### src/rtl/ripple_pkg.sv
// Shared definitions for the ripple-counter timer arbiter: FSM encoding and
// the width of the external ripple counter.
package ripple_pkg;

    localparam int CNT_W = 4;

    typedef enum logic [2:0] {
        S_IDLE,
        S_CLEAR,
        S_TICK,
        S_SETTLE,
        S_DONE
    } state_t;

endpackage

### src/rtl/rr_pick.sv
// Combinational round-robin picker: returns the first set request at or after
// ptr, wrapping around. idx is 0 when no request is set.
module rr_pick #(
    parameter int NREQ = 3,
    parameter int IW   = 2
) (
    input  logic [NREQ-1:0] req,
    input  logic [IW-1:0]   ptr,
    output logic [IW-1:0]   idx
);

    always_comb begin
        logic found;
        int   j;
        idx   = '0;
        found = 1'b0;
        j     = 0;
        for (int k = 0; k < NREQ; k++) begin
            j = int'(ptr) + k;
            if (j >= NREQ) j = j - NREQ;
            if (!found && req[j]) begin
                idx   = IW'(j);
                found = 1'b1;
            end
        end
    end

endmodule

### src/rtl/ripple_timer_arbiter.sv
// Arbitrates NREQ requesters onto one external 4-bit ripple counter: the winner
// gets a clear, then len ticks, each followed by SETTLE idle cycles before the
// counter output is checked against a shadow count.
module ripple_timer_arbiter
    import ripple_pkg::*;
#(
    parameter int NREQ   = 3,
    parameter int SETTLE = 2
) (
    input  logic                  clk,
    input  logic                  reset,
    input  logic [NREQ-1:0]       req,
    input  logic [CNT_W*NREQ-1:0] len,
    output logic [NREQ-1:0]       gnt,
    output logic [NREQ-1:0]       done,
    output logic                  busy,
    output logic                  err,
    output logic                  cnt_rst,
    output logic                  cnt_tick,
    input  logic [CNT_W-1:0]      cnt_q
);

    localparam int IW = (NREQ > 1) ? $clog2(NREQ) : 1;
    localparam int SW = (SETTLE > 1) ? $clog2(SETTLE) : 1;

    state_t            state_q, state_d;
    logic [IW-1:0]     idx_q, idx_d, rr_q, rr_d, pick_idx, idx_next;
    logic [CNT_W-1:0]  len_q, len_d, shadow_q, shadow_d, len_sel;
    logic [SW-1:0]     settle_q, settle_d;
    logic              err_q, err_d, cnt_rst_q;
    logic              req_hold, settle_last;
    logic [NREQ-1:0]   onehot;

    rr_pick #(.NREQ(NREQ), .IW(IW)) u_pick (
        .req (req),
        .ptr (rr_q),
        .idx (pick_idx)
    );

    always_comb begin
        len_sel  = '0;
        req_hold = 1'b0;
        onehot   = '0;
        for (int i = 0; i < NREQ; i++) begin
            if (pick_idx == IW'(i)) len_sel = len[i*CNT_W +: CNT_W];
            if (idx_q == IW'(i)) begin
                req_hold  = req[i];
                onehot[i] = 1'b1;
            end
        end
    end

    assign idx_next    = (idx_q == IW'(NREQ - 1)) ? '0 : idx_q + IW'(1);
    assign settle_last = (settle_q == SW'(SETTLE - 1));

    always_ff @(posedge clk or posedge reset) begin
        if (reset) begin
            state_q   <= S_IDLE;
            idx_q     <= '0;
            len_q     <= '0;
            shadow_q  <= '0;
            settle_q  <= '0;
            rr_q      <= '0;
            err_q     <= 1'b0;
            cnt_rst_q <= 1'b1;
        end else begin
            state_q   <= state_d;
            idx_q     <= idx_d;
            len_q     <= len_d;
            shadow_q  <= shadow_d;
            settle_q  <= settle_d;
            rr_q      <= rr_d;
            err_q     <= err_d;
            cnt_rst_q <= (state_d == S_CLEAR);
        end
    end

    // A dropped request aborts the run ahead of any completion decision.
    always_comb begin
        state_d  = state_q;
        idx_d    = idx_q;
        len_d    = len_q;
        shadow_d = shadow_q;
        settle_d = settle_q;
        rr_d     = rr_q;
        err_d    = err_q;
        case (state_q)
            S_IDLE: begin
                if (|req) begin
                    idx_d   = pick_idx;
                    len_d   = len_sel;
                    state_d = S_CLEAR;
                end
            end
            S_CLEAR: begin
                shadow_d = '0;
                if (!req_hold) begin
                    state_d = S_IDLE;
                    rr_d    = idx_next;
                end else begin
                    state_d = (len_q == '0) ? S_DONE : S_TICK;
                end
            end
            S_TICK: begin
                shadow_d = shadow_q + CNT_W'(1);
                settle_d = '0;
                if (!req_hold) begin
                    state_d = S_IDLE;
                    rr_d    = idx_next;
                end else begin
                    state_d = S_SETTLE;
                end
            end
            S_SETTLE: begin
                settle_d = settle_q + SW'(1);
                if (settle_last && (cnt_q != shadow_q)) err_d = 1'b1;
                if (!req_hold) begin
                    state_d = S_IDLE;
                    rr_d    = idx_next;
                end else if (settle_last) begin
                    state_d = (shadow_q == len_q) ? S_DONE : S_TICK;
                end
            end
            S_DONE: begin
                rr_d    = idx_next;
                state_d = S_IDLE;
            end
            default: state_d = S_IDLE;
        endcase
    end

    always_comb begin
        gnt      = '0;
        done     = '0;
        busy     = (state_q != S_IDLE);
        cnt_tick = (state_q == S_TICK);
        if (state_q == S_CLEAR || state_q == S_TICK || state_q == S_SETTLE) gnt = onehot;
        if (state_q == S_DONE) done = onehot;
    end

    assign err     = err_q;
    assign cnt_rst = cnt_rst_q;

endmodule

### config.mk
export PLATFORM = sky130hd
export DESIGN_NAME = ripple_timer_arbiter
export DESIGN_NICKNAME = d
export VERILOG_FILES = /design/src/rtl/ripple_pkg.sv /design/src/rtl/rr_pick.sv /design/src/rtl/ripple_timer_arbiter.sv
export SDC_FILE = /design/constraint.sdc
export NUM_CORES = 1
export LEC_CHECK = 0
export CORE_UTILIZATION = 40
export DETAILED_ROUTE_END_ITERATION = 7
export GPL_ROUTABILITY_DRIVEN = 0
export PLACE_DENSITY = 0.7
export SLEW_MARGIN = 30
export SYNTH_ARGS = -nofsm -noshare
export SYNTH_HDL_FRONTEND = slang
export SYNTH_SLANG_ARGS = --single-unit
### constraint.sdc
create_clock -name clk -period 1.77 [get_ports clk]
set_input_delay 0.354 -clock clk [delete_from_list [all_inputs] [get_ports clk]]
set_output_delay 0.354 -clock clk [all_outputs]
set_load 0.03 [all_outputs]
==> impl_metrics.json, run 1 <==
{
  "path_max_fanout": 5,
  "dr_total_vias": 1235,
  "power_leakage_uw": 0.000808,
  "numCtsBuffers": 3,
  "worstSetupPathType": "reg2out",
  "finalHoldViolCount": 0,
  "ys_types": 37,
  "final_antenna_net_count": 0,
  "layout-drive-gt1-share": 0.272,
  "finalCritPeriodShare": 1.00,
  "crit_path_start": "state_q[2]$_DFF_PP0_",
  "power_uw": 3030,
  "cpLargestDelayFamily": "buffers and inverters",
  "ys_seq_area_frac": 0.368,
  "globalRouteOverflowTotal": 0,
  "worstSetupEndpointType": "output pin",
  "path_buf_inv": 3,
  "cp_cell_sequence": "buf_6 -> o21bai_1 -> buf_4 -> nor3_2 -> buf_4",
  "dieArea_mm2": 0.00329,
  "ctsRootBufferMaster": "clkbuf_4",
  "grt_pass1_wl_um": 5340,
  "antenna_found_initial": 0,
  "power_density_mw_per_mm2": 1660,
  "max_freq_ghz": 0.565,
  "grt_pass1_vias": 1217,
  "endpoint": "gnt[0]",
  "grt_max_degree": 19,
  "io_buffers": 30,
  "start_util": 0.434,
  "critPathMaxStageDelay_ps": 410,
  "place_area_mm2": 0.00166,
  "syn_to_final_growth_pct": 48.6,
  "crit_slowest_cell": "dfrtp_1",
  "wirelength_um": 3110,
  "critPathLaunchType": "flop",
  "drcViolationCount": 2,
  "hold_path.class": "in2async",
  "holdWs_ps": 355,
  "die_h_um": 57.4,
  "drv_slew": 0,
  "reg2reg_from": "rr_q[1]$_DFFE_PP0P_",
  "status": "finished, violations left",
  "final_core_util": 0.645,
  "dpl.hpwl_um": 2310,
  "relSlewSlack": 0.761,
  "ys_seq_elements": 18,
  "maxCapViolCount": 0,
  "crit_top_cell": "buf_4",
  "ys_warn_count": 0,
  "num-nets-final": 229,
  "n_fill_cell": 234,
  "fin_area_mm2": 0.00182,
  "final_common_cell": "buf_4",
  "fin_skew_ps": 1.06,
  "path_clk_slew_ps": 100,
  "rows": 19,
  "rrSetupSlack_ps": 40,
  "htree_levels": 1,
  "r2r-end": "len_q[2]$_DFFE_PP0P_",
  "fin_crit_ps": 1770,
  "core-area_mm2": 0.00283,
  "synth_cells": 150,
  "clock_sinks": 18,
  "irDropWorstVdd_uv": 877,
  "mostFrequentLayoutCells": "28 x buf_4, 26 x nand2_1, 21 x clkdlybuf4s50_1, 16 x dfrtp_1, 11 x nor2_1",
  "syn_area_per_cell_um2": 8.18,
  "fp.dieW_um": 57.4,
  "cts_tree": "built",
  "setup_viol": 0,
  "ios": 31,
  "cp.required_ps": 1420,
  "synth_area_mm2": 0.00123,
  "initialDrtViolationCount": 42,
  "grt.total_usage": 0.204,
  "worstPathArrival_ps": 1420,
  "ff2ff_path_depth": 7,
  "wl_per_cell_um": 13.4,
  "clock_latency_ps": 290,
  "rsz0062_at_grt": "yes",
  "tightestPinTransition_ps": 355,
  "num_antenna_cells": 0,
  "viasPerCell": 5.30,
  "cp_num_cells": 5,
  "violations": "design-rule violations",
  "clk_path_buf_depth": 2,
  "firstDrtPassIters": 7,
  "syn_nets": 176
}
-- per-stage QoR --
step	setup TNS, ps	std cells	setup slack (ps)
finish	0	233	0.344
detailed placement	-976	224	-203
CTS	-7.74	230	-7.74
floorplan	-57.7	150	-14.4
global placement	-588	224	-138
global route	-102	233	-33.5
-- flip-flops by register name (all words and copies together), names as in the netlist --
signal	flops
state_q	3
settle_last	1
err	1
idx_q	2
cnt_rst	1
rr_q	2
shadow_q	4
len_q	4
-- cell type report --
type | count | area, um^2 | share of cell area
clock buffers | 4 | 36.3 | 0.0199
inverters | 8 | 45.0 | 0.0247
multi-input cells | 119 | 795 | 0.436
flip-flops and latches | 18 | 453 | 0.248
well taps | 31 | 38.8 | 0.0213
repair buffers | 53 | 457 | 0.250
-- layer usage --
metal	global-route usage	wire length, um	up-vias
met1	0.259	1420	575
met5	0	0	-
met3	0.0227	81	2
met4	0.0523	17	0
li1	-	-	632
met2	0.365	1600	26
-- cell usage after synthesis --
library cell   n  share of area
a21oi_1        7          0.029
a22oi_1        1         0.0061
a311oi_1       1         0.0071
a31oi_1        1         0.0051
a41o_1         1         0.0082
buf_2          2         0.0082
buf_6          1         0.0092
clkbuf_1       2         0.0061
clkinv_8       1          0.013
dfrtp_1       17           0.35
dfstp_2        1          0.021
ha_1           5          0.051
inv_1          7          0.021
mux2_2         1         0.0092
mux2i_1        4          0.033
nand2_1       26          0.080
nand2b_1       5          0.025
nand3_1       10          0.041
nand3b_1       1         0.0061
nand4_1        5          0.025
nor2_1        12          0.037
nor2b_1        2          0.010
nor3_1         6          0.024
nor4_1         1         0.0051
o2111ai_1      1         0.0071
o211ai_1       1         0.0061
o21ai_0        9          0.037
o21bai_1       1         0.0061
o221ai_1       1         0.0071
o22ai_1        1         0.0051
or2_1          1         0.0051
or2b_1         1         0.0061
or3_1          4          0.020
or3_4          1         0.0092
or4_1          1         0.0061
xnor2_1        5          0.036
xor2_1         3          0.021
-- worst min path at each step --
stage | start | to
after CTS | reset | err$_DFFE_PP0P_
after floorplan | reset | err$_DFFE_PP0P_
after global placement | err$_DFFE_PP0P_ | err$_DFFE_PP0P_
after global routing | reset | settle_last$_DFFE_PP0P_
final | reset | settle_last$_DFFE_PP0P_
after detailed placement | err$_DFFE_PP0P_ | err$_DFFE_PP0P_
-- tightest hold or removal path: stages --
cell	delay (ps)
clkdlybuf4s50_1	390
inv_1	50
buf_4	240
-- logic make-up (layout without fill, tap and decap cells) --
family,after synthesis,after routing,share of synthesized area
AND/OR/NAND/NOR,76,76,0.301
AO/OA/AOI/OAI,25,25,0.123
flip-flops,18,18,0.368
buffers and inverters,13,65,0.0581
XOR/XNOR,8,8,0.0571
adder cells (fa/ha/maj),5,5,0.0510
multiplexers,5,5,0.0418
-- power breakdown --
part	switching, uW	internal, uW
clock network	128	125
logic	1030	976
registers	193	585
total	1350	1690
-- repair_timing --
action / CTS / global route
pin swaps: 7 / 5
endpoints found under the hold margin: 0 / 0
gates cloned: 0 / 0
endpoints found under the setup margin: 13 / 12
gates resized for setup: 15 / 14
setup buffers: 2 / 3
hold buffers: 0 / 0
No activity file was read; power rests on OpenSTA's default activity.
==> run 2, diff against run 1 <==
--- a/config.mk
+++ b/config.mk
@@ -5,10 +5,9 @@
 export SDC_FILE = /design/constraint.sdc
 export NUM_CORES = 1
 export LEC_CHECK = 0
-export CORE_UTILIZATION = 40
+export CORE_UTILIZATION = 30
 export DETAILED_ROUTE_END_ITERATION = 7
 export GPL_ROUTABILITY_DRIVEN = 0
-export PLACE_DENSITY = 0.7
 export SLEW_MARGIN = 30
 export SYNTH_ARGS = -nofsm -noshare
 export SYNTH_HDL_FRONTEND = slang
==> run 2 against run 1 <==
Effect of this change:
- the flow now finishes without violations
- first-iteration DRC count is 29% higher
- via count grew 0.81%
- sequential power fell by 2%
- total power rose by 1.9%
- core utilization shrank 16 points
- critical path depth grew 3
- design area up 0.34%
- worst setup slack better by 9.2 ps
- flip-flop and latch count unchanged
- sequential share of layout area fell by 0.15 points
- non-clock buffer count fell by 3
- combinational power is essentially flat
- largest power group unchanged
- highest routed layer unchanged
==> impl_metrics.json, run 2 (same netlist as run 1, synthesis figures left out) <==
{
  "finalHoldViolCount": 0,
  "grt.total_usage": 0.161,
  "initialDrtViolationCount": 54,
  "cts_tree": "built",
  "dieArea_mm2": 0.00435,
  "syn_to_final_growth_pct": 49.1,
  "reg_top3": "len_q x4, shadow_q x4, state_q x3",
  "wl_per_cell_um": 13.3,
  "cpLargestDelayFamily": "flip-flops",
  "crit_slowest_cell": "dfrtp_1",
  "worstSetupPathType": "reg2reg",
  "io_buffers": 30,
  "wl_met3_um": 85,
  "globalRouteOverflowTotal": 0,
  "tns_ps": 0,
  "power_leakage_uw": 0.000797,
  "antenna_found_initial": 0,
  "setup_viol": 0,
  "firstDrtPassIters": 4,
  "dpl.hpwl_um": 2460,
  "grt_pass1_wl_um": 5350,
  "dp.cells": 242,
  "path_max_fanout": 6,
  "final_antenna_net_count": 0,
  "rows": 22,
  "status": "completed",
  "holdWs_ps": 430,
  "critPathMaxStageDelay_ps": 430,
  "worstSetupEndpointType": "flop",
  "power_density_mw_per_mm2": 1690,
  "clk_path_buf_depth": 2,
  "num_antenna_cells": 0,
  "max_freq_ghz": 0.568,
  "htree_levels": 1,
  "finalCritPeriodShare": 0.995,
  "drv_slew": 0,
  "path_clk_slew_ps": 70,
  "cp_cell_sequence": "inv_1 -> ha_4 -> mux2i_1 -> nand3b_1 -> a31oi_4 -> buf_4 -> nand3_1 -> nand4_1",
  "hold_path.class": "in2async",
  "start_util": 0.323,
  "path_buf_inv": 2,
  "mostFrequentLayoutCells": "25 x nand2_1, 25 x buf_4, 21 x clkdlybuf4s50_1, 17 x dfrtp_1, 11 x nor2_1",
  "fin_crit_ps": 1760,
  "numCtsBuffers": 3,
  "rsz0062_at_grt": "yes",
  "ios": 31,
  "critPathLaunchType": "flop",
  "final_core_util": 0.482,
  "grt_max_degree": 19,
  "n_fill_cell": 363,
  "power_uw": 3090,
  "highest_layer": "met4",
  "fin_skew_ps": 5.70,
  "ctsRootBufferMaster": "clkbuf_8",
  "wirelength_um": 3280,
  "irDropWorstVdd_uv": 777,
  "viasPerCell": 5.04,
  "grt_pass1_vias": 1220,
  "die_h_um": 66.0,
  "clock_sinks": 18,
  "fp.dieW_um": 66.0,
  "relSlewSlack": 0.735,
  "wl_met2_um": 1700,
  "core-area_mm2": 0.00380,
  "maxCapViolCount": 0,
  "dr_total_vias": 1245,
  "cp.required_ps": 1960,
  "tightestPinTransition_ps": 394,
  "fin_cells": 247,
  "clock_latency_ps": 260,
  "num-nets-final": 226,
  "worstPathArrival_ps": 1950,
  "cts_hold_buf": 0,
  "wl_met1_um": 1430,
  "drcViolationCount": 0,
  "layout-drive-gt1-share": 0.251
}
==> run 2: final timing paths <==
| kind | start | to | slack, ps | depth (start not counted) |
|---|---|---|---|---|
| min in group clk | err$_DFFE_PP0P_ | err$_DFFE_PP0P_ | 470 | 1 |
| max reg2reg | rr_q[1]$_DFFE_PP0P_ | len_q[2]$_DFFE_PP0P_ | 10 | 8 |
| max | rr_q[1]$_DFFE_PP0P_ | len_q[2]$_DFFE_PP0P_ | 10 | 8 |
| max in group asynchronous | reset | cnt_rst$_DFF_PP1_ | 1080 | 3 |
| min | reset | state_q[1]$_DFF_PP0_ | 430 | 3 |
| min reg2reg | err$_DFFE_PP0P_ | err$_DFFE_PP0P_ | 470 | 1 |
==> run 2: layer usage <==
metal / GRT usage / vias to the layer above
met5: 0 / -
met4: 0.0798 / 0
met3: 0.0103 / 4
met2: 0.283 / 25
met1: 0.198 / 593
li1: - / 623
==> run 2: cell type report <==
type                    instances  area (um^2)  area share
flip-flops and latches         18          452       0.247
well taps                      48         60.1      0.0328
inverters                       8         45.0      0.0246
multi-input cells             119          785       0.429
clock buffers                   4         55.1      0.0301
repair buffers                 50          434       0.237
==> run 2: report_power, final <==
part           switching (uW)  internal [uW]
combinational            1030            951
sequential                181            584
clock                     148            198
total                    1360           1730
==> run 2: worst register-to-register path, stage by stage, from the launching register on <==
cell and delay, ps:
dfrtp_1 430, inv_1 150, ha_4 180, mux2i_1 190
nand3b_1 150, a31oi_4 250, buf_4 160, nand3_1 90
nand4_1 90
==> run 2: timing repair <==
| action | CTS | global route |
|---|---|---|
| setup endpoints to repair | 9 | 9 |
| pin swaps | 6 | 2 |
| buffers inserted | 0 | 1 |
| resized for setup | 11 | 13 |
==> run 2: through the flow <==
step	cell area, um^2	worst slack (ps)
floorplan	1230	-14.4
global placement	1690	-126
detailed placement	1690	-211
CTS	1780	1.21
global route	1830	-66.0
finish	1830	9.54
==> run 3, diff against run 2 <==
--- a/config.mk
+++ b/config.mk
@@ -5,9 +5,10 @@
 export SDC_FILE = /design/constraint.sdc
 export NUM_CORES = 1
 export LEC_CHECK = 0
-export CORE_UTILIZATION = 30
+export CORE_UTILIZATION = 44
 export DETAILED_ROUTE_END_ITERATION = 7
 export GPL_ROUTABILITY_DRIVEN = 0
+export PLACE_DENSITY = 0.76
 export SLEW_MARGIN = 30
 export SYNTH_ARGS = -nofsm -noshare
 export SYNTH_HDL_FRONTEND = slang
==> run 3 against run 2 <==
Effect of this change:
- flip-flop and latch count stayed put
- hold slack worse by 67 ps
- combinational power is 6% higher
- first-iteration DRC count is 9.3% higher
- global-route usage is 7.7 points higher
- the flow now finishes with violations (negative setup slack)
- core utilization is 25 points higher
- total power is 2.0% higher
- fmax is 4.9% lower
==> impl_metrics.json, run 3 (same netlist as run 1, synthesis figures left out) <==
{
  "wl_per_cell_um": 15.0,
  "critPathLaunchType": "flop",
  "rows": 18,
  "rsz0062_at_grt": "yes",
  "ctsRootBufferMaster": "clkbuf_4",
  "fin_crit_ps": 1850,
  "power_leakage_uw": 0.000823,
  "viasPerCell": 5.62,
  "layout-drive-gt1-share": 0.291,
  "status": "finished, violations left",
  "ios": 31,
  "io_buffers": 30,
  "core-area_mm2": 0.00254,
  "final_common_cell": "buf_4",
  "initialDrtViolationCount": 59,
  "setup_slack_ps": -80.9,
  "cp.required_ps": 1960,
  "violations": "negative setup slack",
  "cts_hold_buf": 0,
  "maxCapViolCount": 0,
  "final_antenna_net_count": 0,
  "syn_to_final_growth_pct": 51.5,
  "finalHoldViolCount": 0,
  "num-nets-final": 230,
  "num_antenna_cells": 0,
  "worstSetupPathType": "reg2reg",
  "place_area_mm2": 0.00165,
  "firstDrtPassIters": 6,
  "irDropWorstVdd_uv": 1270,
  "start_util": 0.482,
  "max_freq_ghz": 0.540,
  "ff2ff_path_depth": 7,
  "critPathMaxStageDelay_ps": 470,
  "path_clk_slew_ps": 120,
  "numCtsBuffers": 3,
  "htree_levels": 1,
  "antenna_found_initial": 0,
  "cts_tree": "built",
  "final_core_util": 0.731,
  "relSlewSlack": 0.751,
  "grt_pass1_wl_um": 5080,
  "grt.total_usage": 0.238,
  "fin_area_mm2": 0.00186,
  "grt_max_degree": 19,
  "hold_path.class": "in2async",
  "drcViolationCount": 0,
  "power_uw": 3150,
  "setup_viol": 4,
  "holdWs_ps": 363,
  "grt_pass1_vias": 1132,
  "worstSetupEndpointType": "flop",
  "die_h_um": 54.8,
  "dieArea_mm2": 0.00300,
  "dr_total_vias": 1310,
  "wirelength_um": 3490,
  "power_density_mw_per_mm2": 1690,
  "cp_cell_sequence": "inv_2 -> ha_4 -> mux2i_1 -> nand3b_1 -> a31oi_4 -> or3_1 -> nand4_1",
  "fp.dieW_um": 54.8,
  "tightestPinTransition_ps": 370,
  "worstPathArrival_ps": 2040,
  "dpl.hpwl_um": 2450,
  "mostFrequentLayoutCells": "27 x buf_4, 25 x nand2_1, 21 x clkdlybuf4s50_1, 17 x dfrtp_1, 12 x nor2_1",
  "clock_sinks": 18,
  "fin_skew_ps": 3.59,
  "clock_latency_ps": 300,
  "clk_path_buf_depth": 2,
  "globalRouteOverflowTotal": 0,
  "finalCritPeriodShare": 1.05,
  "drv_slew": 0,
  "tns_ps": -149,
  "path_max_fanout": 5,
  "n_fill_cell": 207,
  "reg_top3": "len_q x4, shadow_q x4, state_q x3",
  "crit_slowest_cell": "dfrtp_1"
}
[run 3: changes by cell type in the layout (fill, tap and decap cells not counted), sizes merged]
| cell | before | now |
|---|---|---|
| a31oi | 1 | 2 |
| clkbuf | 5 | 4 |
| buf | 27 | 31 |
[run 3: layout make-up]
class | count | area [um^2] | share of cell area
multi-input combinational | 120 | 828 | 0.445
timing repair buffer | 53 | 460 | 0.248
sequential | 18 | 452 | 0.243
inverter | 8 | 45.0 | 0.0242
tap | 30 | 37.5 | 0.0202
clock buffer | 4 | 36.3 | 0.0195
[run 3: stage by stage]
stage / std cells / setup WS, ps
4_1_cts: 227 / -86.9
2_1_floorplan: 150 / -14.4
6_report: 233 / -80.9
3_5_place_dp: 221 / -345
3_3_place_gp: 221 / -217
5_1_grt: 233 / -113
[run 3: per-layer routing]
metal	vias to the layer above	track usage	wire [um]
met5	-	0	0
met4	0	0.103	67
met3	8	0.0250	152
met2	57	0.428	1830
met1	616	0.281	1440
li1	629	-	-
[run 3: final timing paths]
kind / slack, ps / to / start
max in group asynchronous: 1150 / cnt_rst$_DFF_PP1_ / reset
worst min register to register: 500 / err$_DFFE_PP0P_ / err$_DFFE_PP0P_
worst max register to register: -80 / len_q[2]$_DFFE_PP0P_ / rr_q[1]$_DFFE_PP0P_
worst max-delay path: -80 / len_q[2]$_DFFE_PP0P_ / rr_q[1]$_DFFE_PP0P_
min in group clk: 500 / err$_DFFE_PP0P_ / err$_DFFE_PP0P_
worst min-delay path: 360 / err$_DFFE_PP0P_ / reset
[run 3: where the power goes]
group / leakage, uW / internal, uW / switching, uW
logic: 0.000575 / 984 / 1120
clock network: 0.0000210 / 125 / 145
registers: 0.000227 / 583 / 197
total: 0.000823 / 1690 / 1460
[run 3: worst max-delay path, delay by kind of cell (launching register included)]
family / cells / cell delay, ps
AO/OA/AOI/OAI: 1 / 300
flip-flops: 1 / 470
multiplexers: 1 / 210
adder cells (fa/ha/maj): 1 / 160
AND/OR/NAND/NOR: 3 / 480
buffers and inverters: 1 / 120
[run 3: what timing repair did]
| action | CTS | global route |
|---|---|---|
| endpoints found under the hold margin | 0 | 0 |
| gates cloned | 0 | 1 |
| pin swaps | 11 | 9 |
| setup endpoints to repair | 13 | 12 |
| setup buffers | 2 | 5 |
| resized for setup | 14 | 21 |
